===== config.mk =====
export PLATFORM = sky130hd
export DESIGN_NAME = pwm_drive_sequencer
export DESIGN_NICKNAME = d
export VERILOG_FILES = /design/src/rtl/pwm_drive_sequencer.sv
export SDC_FILE = /design/constraint.sdc
export NUM_CORES = 1
export LEC_CHECK = 0
export CAP_MARGIN = 40
export CORE_ASPECT_RATIO = 1.5
export CORE_MARGIN = 3
export CORE_UTILIZATION = 60
export DETAILED_ROUTE_END_ITERATION = 10
export GPL_TIMING_DRIVEN = 0
export PLACE_DENSITY = 0.88
export REMOVE_ABC_BUFFERS = 1
export SLEW_MARGIN = 20
export SYNTH_ARGS = -nofsm -noshare
export SYNTH_HDL_FRONTEND = slang
export SYNTH_SLANG_ARGS = --single-unit
export TNS_END_PERCENT = 5

===== constraint.sdc =====
create_clock -name clk -period 9.6 [get_ports clk]
set_input_delay 1.92 -clock clk [delete_from_list [all_inputs] [get_ports clk]]
set_output_delay 1.92 -clock clk [all_outputs]
set_load 0.005 [all_outputs]

===== src/rtl/pwm_drive_sequencer.sv =====
// pwm_drive_sequencer
// Turns a signed speed command into a slew-limited duty magnitude and a direction
// for one PWM/H-bridge channel. Duty and direction only move on PWM period
// boundaries. A direction reversal first ramps the duty down to zero, then holds
// the bridge off for a fixed number of whole PWM periods.
//
// Command handshake: cmd_vld is a one-cycle strobe with no back-pressure. Every
// cycle in which cmd_vld is high latches cmd as the new target, and the newest
// strobe wins. A strobe in the period-end cycle is seen from the following
// period end, because that boundary still uses the previously latched target.
module pwm_drive_sequencer #(
    parameter int unsigned STEP     = 16,
    parameter int unsigned DEAD_PER = 2
) (
    input  logic        clk,
    input  logic        rst_n,
    input  logic        en,
    input  logic [11:0] cmd,
    input  logic        cmd_vld,
    output logic [10:0] duty,
    output logic        dir,
    output logic        drive_en,
    output logic        period_end
);

    typedef enum logic [1:0] {
        IDLE = 2'd0,
        RAMP = 2'd1,
        HOLD = 2'd2,
        DEAD = 2'd3
    } state_t;

    localparam logic [11:0] STEP_W = 12'(STEP);
    localparam logic [3:0]  DEAD_W = 4'(DEAD_PER);

    state_t      state;
    logic [10:0] per_cnt;
    logic        pend;
    logic [10:0] tgt_mag;
    logic        tgt_dir;
    logic [3:0]  dead_cnt;

    // Command magnitude, with -2048 saturated to 2047
    logic [11:0] cmd_neg;
    logic [10:0] cmd_mag;

    // 12-bit unsigned intermediates for the per-period duty step
    logic [11:0] duty_x;
    logic [11:0] tgt_x;
    logic [11:0] up_gap;
    logic [11:0] dn_gap;
    logic [11:0] up_step;
    logic [11:0] dn_step;
    logic [11:0] seek_duty;
    logic [11:0] decay_duty;
    logic [11:0] rise_duty;
    logic        seek_hit;
    logic        rise_hit;
    logic        decay_zero;

    // Free-running period counter, kept in lock-step with the PWM generator
    always_ff @(posedge clk or negedge rst_n) begin
        if (!rst_n) begin
            per_cnt <= 11'd0;
        end else begin
            per_cnt <= per_cnt + 11'd1;
        end
    end

    assign pend       = (per_cnt == 11'h7FF);
    assign period_end = pend;

    // Absolute value of the signed command, saturating the single overflow case
    always_comb begin
        cmd_neg = ~cmd + 12'd1;
        cmd_mag = cmd[10:0];
        if (cmd[11]) begin
            if (cmd_neg[11]) begin
                cmd_mag = 11'h7FF;
            end else begin
                cmd_mag = cmd_neg[10:0];
            end
        end
    end

    // Target register: captured on every strobe, independent of enable and state
    always_ff @(posedge clk or negedge rst_n) begin
        if (!rst_n) begin
            tgt_mag <= 11'd0;
            tgt_dir <= 1'b1;
        end else if (cmd_vld) begin
            tgt_mag <= cmd_mag;
            tgt_dir <= ~cmd[11];
        end
    end

    // Candidate duty values for the three ways a period boundary can move duty
    always_comb begin
        duty_x  = {1'b0, duty};
        tgt_x   = {1'b0, tgt_mag};
        up_gap  = tgt_x - duty_x;
        dn_gap  = duty_x - tgt_x;
        up_step = (up_gap < STEP_W) ? up_gap : STEP_W;
        dn_step = (dn_gap < STEP_W) ? dn_gap : STEP_W;

        // Move toward the target without overshooting it
        seek_duty = duty_x;
        if (duty_x < tgt_x) begin
            seek_duty = duty_x + up_step;
        end else if (duty_x > tgt_x) begin
            seek_duty = duty_x - dn_step;
        end

        // Move toward zero without going below it
        decay_duty = duty_x - ((duty_x < STEP_W) ? duty_x : STEP_W);

        // First step out of IDLE always starts from zero
        rise_duty = (tgt_x < STEP_W) ? tgt_x : STEP_W;
    end

    assign seek_hit   = (seek_duty == tgt_x);
    assign rise_hit   = (rise_duty == tgt_x);
    assign decay_zero = (decay_duty == 12'd0);

    // Sequencer FSM: enable drop acts at once, everything else waits for period end
    always_ff @(posedge clk or negedge rst_n) begin
        if (!rst_n) begin
            state    <= IDLE;
            duty     <= 11'd0;
            dir      <= 1'b1;
            drive_en <= 1'b0;
            dead_cnt <= 4'd0;
        end else if (!en) begin
            state    <= IDLE;
            duty     <= 11'd0;
            drive_en <= 1'b0;
            dead_cnt <= 4'd0;
        end else if (pend) begin
            unique case (state)
                IDLE: begin
                    dir      <= tgt_dir;
                    drive_en <= 1'b1;
                    duty     <= rise_duty[10:0];
                    state    <= rise_hit ? HOLD : RAMP;
                end
                RAMP, HOLD: begin
                    if (tgt_dir == dir) begin
                        duty  <= seek_duty[10:0];
                        state <= seek_hit ? HOLD : RAMP;
                    end else begin
                        // Reversal: bleed off duty first, bridge stays on until zero
                        duty <= decay_duty[10:0];
                        if (decay_zero) begin
                            state    <= DEAD;
                            drive_en <= 1'b0;
                            dead_cnt <= DEAD_W;
                        end else begin
                            state <= RAMP;
                        end
                    end
                end
                DEAD: begin
                    // Whole periods with the bridge off; target updates cannot cut this short
                    duty     <= 11'd0;
                    drive_en <= 1'b0;
                    if (dead_cnt == 4'd1) begin
                        dir      <= tgt_dir;
                        drive_en <= 1'b1;
                        state    <= RAMP;
                    end else begin
                        dead_cnt <= dead_cnt - 4'd1;
                    end
                end
                default: begin
                    state <= IDLE;
                end
            endcase
        end
    end

endmodule


==> flow_summary.yaml <==
route:
  ant_nets: 0
  wl_met1_mm: 6.33
  dr_wl_met2_mm: 8.64
  top_layer_used: "met4"
  drt-pass1-iter-count: 5
  wire_per_inst_um: 20.7
  routed_wl_mm: 17.6
  drtIter0Drc: 533
  viasPerCell: 6.80
  vias: 5784
  dr_wl_met3_mm: 1.11
  drc_errors: 0
clock_tree:
  clk_pin_slew_ns: 0.06
  worst_skew_pair.late_latency_ns: 0.29
  cts_max_path_buffers: 2
  cts-resized-gates: 0
  cts_buffers: 5
  clock-root-buffer: "clkbuf_16"
  hold_buffers: 0
  cts_setup_buffers: 0
  cts_sinks: 42
  h-tree-depth: 2
  cts_tree: "done"
power:
  power_density_nw_per_um2: 95.1
  internal_power_mw: 0.378
  p_clk_share_pct: 33.3
  ir_worst_vdd_uv: 220
  switching_power_mw: 0.193
  power_frac_comb_pct: 32.2
  p_seq_share_pct: 34.6
  leakage_nw: 2.62
  switching_share_pct: 33.7
critical_path:
  reg2reg_depth: 20
  end_kind: "register"
  cp_common_cell: "or3_1"
  rrSetupSlack_ns: 2.93
  path_class: "register to register"
  critical-path-top-delay-family: "simple AND/OR/NAND/NOR gates"
  crit_chain: "inv_1 -> fa_1 -> a21o_1 -> a2111oi_0 -> or3_1 -> nand4b_1 -> nand4b_1 -> or3_1 -> fa_1 -> nor2b_1 -> o31a_1 -> o21a_1 -> nor3_1 -> o21ai_0 -> o221ai_1 -> or3_1 -> nor4_1 -> nand4_1 -> a211oi_2 -> o21ai_1"
  crit_path_start_kind: "register"
  regToRegEndpoint: "state[0]"
  max_stage_delay_ns: 0.64
  cp_slowest_cell: "dfrtp_1"
  worst-path-stages: 20
  crit_buf_inv: 1
  cp_max_fo: 11
  crit_path_end: "state[0]"
  cp_data_required_time_ns: 9.76
  setup.worst_path.start: "duty[1]"
  cp.arrival_ns: 6.82
  r2r-start: "duty[1]"
final_layout:
  fin_cells: 850
  final_common_cell: "o21ai_0"
  stdcell_area_um2: 6000
  layout-drive-gt1-share_pct: 3.92
  final_util_pct: 68.0
  nets: 808
  most-common-layout-cells: "o21ai_0, nand2_1, nor2_1"
  antenna_cells: 0
  syn_to_final_growth_pct: 10.1
yosys:
  synthFlopType: "dfrtp_1"
  synth_cell_type_count: 78
  ys_warn_count: 0
  yosysSeqAreaShare_pct: 19.3
  ys_ff_latch: 42
  synth-edff-count: 0
  async_reset_ff_share_pct: 100
  synthCells: 715
  syn_area_um2: 5450
  syn_avg_cell_area_um2: 7.62
sta:
  min_period_ns: 6.67
  skew_ns: 0.00728
  worst_slew_pin_slew_ns: 0.941
  setup-tns-final_ns: 0
  fmax_mhz: 150
  rsz0062_at_grt: "no"
  relSlewSlack_pct: 37.0
  hold_viol: 0
  setup_viol: 0
  slew_violations: 0
  fin_crit_sh_pct: 69.5
global_routing:
  grt_max_degree: 30
  grt_pass1_vias: 5624
  antenna_found_initial: 0
  grt_pass1_wl_mm: 27.7
  overflow: 0
  grt_use_total_pct: 33.7
placement:
  numPlacedInstances: 842
  port_buffers: 29
  post_dp_cell_area_um2: 5840
  dp_hpwl_mm: 13.8
  place_congestion: 1.04
floorplanning:
  io_pins: 30
  die-area_um2: 10300
  num_rows: 42
  die_w_um: 83.8
  die_h_um: 123
  core_area_um2: 8830
  start_util_pct: 61.7
min_path:
  hp-class: "register to register"
outcome:
  status: "finished clean"
flow_run:
  cap_violations: 0
[worst register-to-register path: cells and delay by family, from the launching register on]
kind / cells / cell delay, ns
fa+ha+maj: 2 / 0.95
compound gates: 8 / 2.22
buf+inv: 1 / 0.30
simple gates: 9 / 2.43
flops: 1 / 0.64
[metal layers]
layer  track usage [%]  up-vias
li1                  -     2677
met1              35.7     2678
met2              61.6      330
met3              3.63       99
met4              24.4        0
met5                 0        -
[cell families after synthesis]
logic type                 Yosys count  share of synthesized area (%)
AOI/OAI and AO/OA                  232                           28.5
xor gates and xnor gates            44                           7.07
adders and majority gates           53                           12.7
buffers and inverters               69                           5.12
DFF                                 42                           19.3
muxes                               19                           3.58
other                                2                          0.138
and+or+nand+nor                    254                           23.5
[metrics by stage]
step           hold WS (ns)  power (mW)  setup WS, ns
2_1_floorplan         0.438       0.320          4.42
3_3_place_gp          0.454       0.369          3.28
3_5_place_dp          0.457       0.377          3.18
4_1_cts               0.468       0.568          3.14
5_1_grt               0.492       0.595          2.62
6_report              0.465       0.571          2.93
[power by group through the flow]
stage | clock network (mW) | logic (mW) | registers, mW
floorplan | 0 | 0.126 | 0.194
global placement | 0 | 0.170 | 0.199
detailed placement | 0 | 0.178 | 0.200
CTS | 0.193 | 0.179 | 0.196
global route | 0.198 | 0.200 | 0.198
finish | 0.190 | 0.184 | 0.197
[state kept, by name, summed over array words and instances, names as in the netlist]
| signal | count |
|---|---|
| dir | 1 |
| drive_en | 1 |
| per_cnt | 11 |
| tgt_dir | 1 |
| dead_cnt | 4 |
| tgt_mag | 11 |
| duty | 11 |
| state | 2 |
[Yosys cell counts (5+ instances only)]
| master | count | area (µm²) |
|---|---|---|
| o21ai_0 | 67 | 335 |
| nand2_1 | 62 | 233 |
| nor2_1 | 53 | 199 |
| ha_1 | 49 | 613 |
| inv_1 | 42 | 158 |
| dfrtp_1 | 40 | 1000 |
| a21oi_1 | 38 | 190 |
| xnor2_1 | 30 | 263 |
| nand3_1 | 28 | 140 |
| nor3_1 | 20 | 100 |
| a21o_1 | 17 | 128 |
| clkbuf_1 | 15 | 56.3 |
| mux2i_1 | 15 | 150 |
| nor4_1 | 15 | 93.8 |
| xor2_1 | 14 | 123 |
| o21a_1 | 13 | 97.6 |
| nand2b_1 | 11 | 68.8 |
| o211ai_1 | 11 | 82.6 |
| or3_1 | 11 | 68.8 |
| buf_2 | 10 | 50.1 |
| nand4_1 | 9 | 56.3 |
| a31oi_1 | 8 | 50.1 |
| and2_1 | 8 | 50.1 |
| nor2b_1 | 8 | 50.1 |
| o21ai_1 | 8 | 40.0 |
| and3_1 | 6 | 37.5 |
| nor3b_1 | 6 | 45.0 |
| a211o_1 | 5 | 43.8 |
| o22ai_1 | 5 | 31.3 |
| or4_1 | 5 | 37.5 |
[worst min-delay path by stage]
stage	endpoint	startpoint	cells past startpoint	slack, ns
global placement	per_cnt[8]	per_cnt[8]	1	0.45
CTS	per_cnt[8]	per_cnt[8]	1	0.47
finish	per_cnt[8]	per_cnt[8]	1	0.47
detailed placement	per_cnt[8]	per_cnt[8]	1	0.46
global route	per_cnt[8]	per_cnt[8]	1	0.49
floorplan	per_cnt[8]	per_cnt[8]	1	0.44
[cell type report]
cell class	count	area, µm²
Multi-Input combinational cell	615	4160
Fill cell	749	2830
Sequential cell	42	1050
Timing Repair Buffer	33	329
Inverter	42	158
Tap cell	110	138
Clock buffer	6	129
Clock inverter	2	37.5
Power figures use the tool's default switching activity.
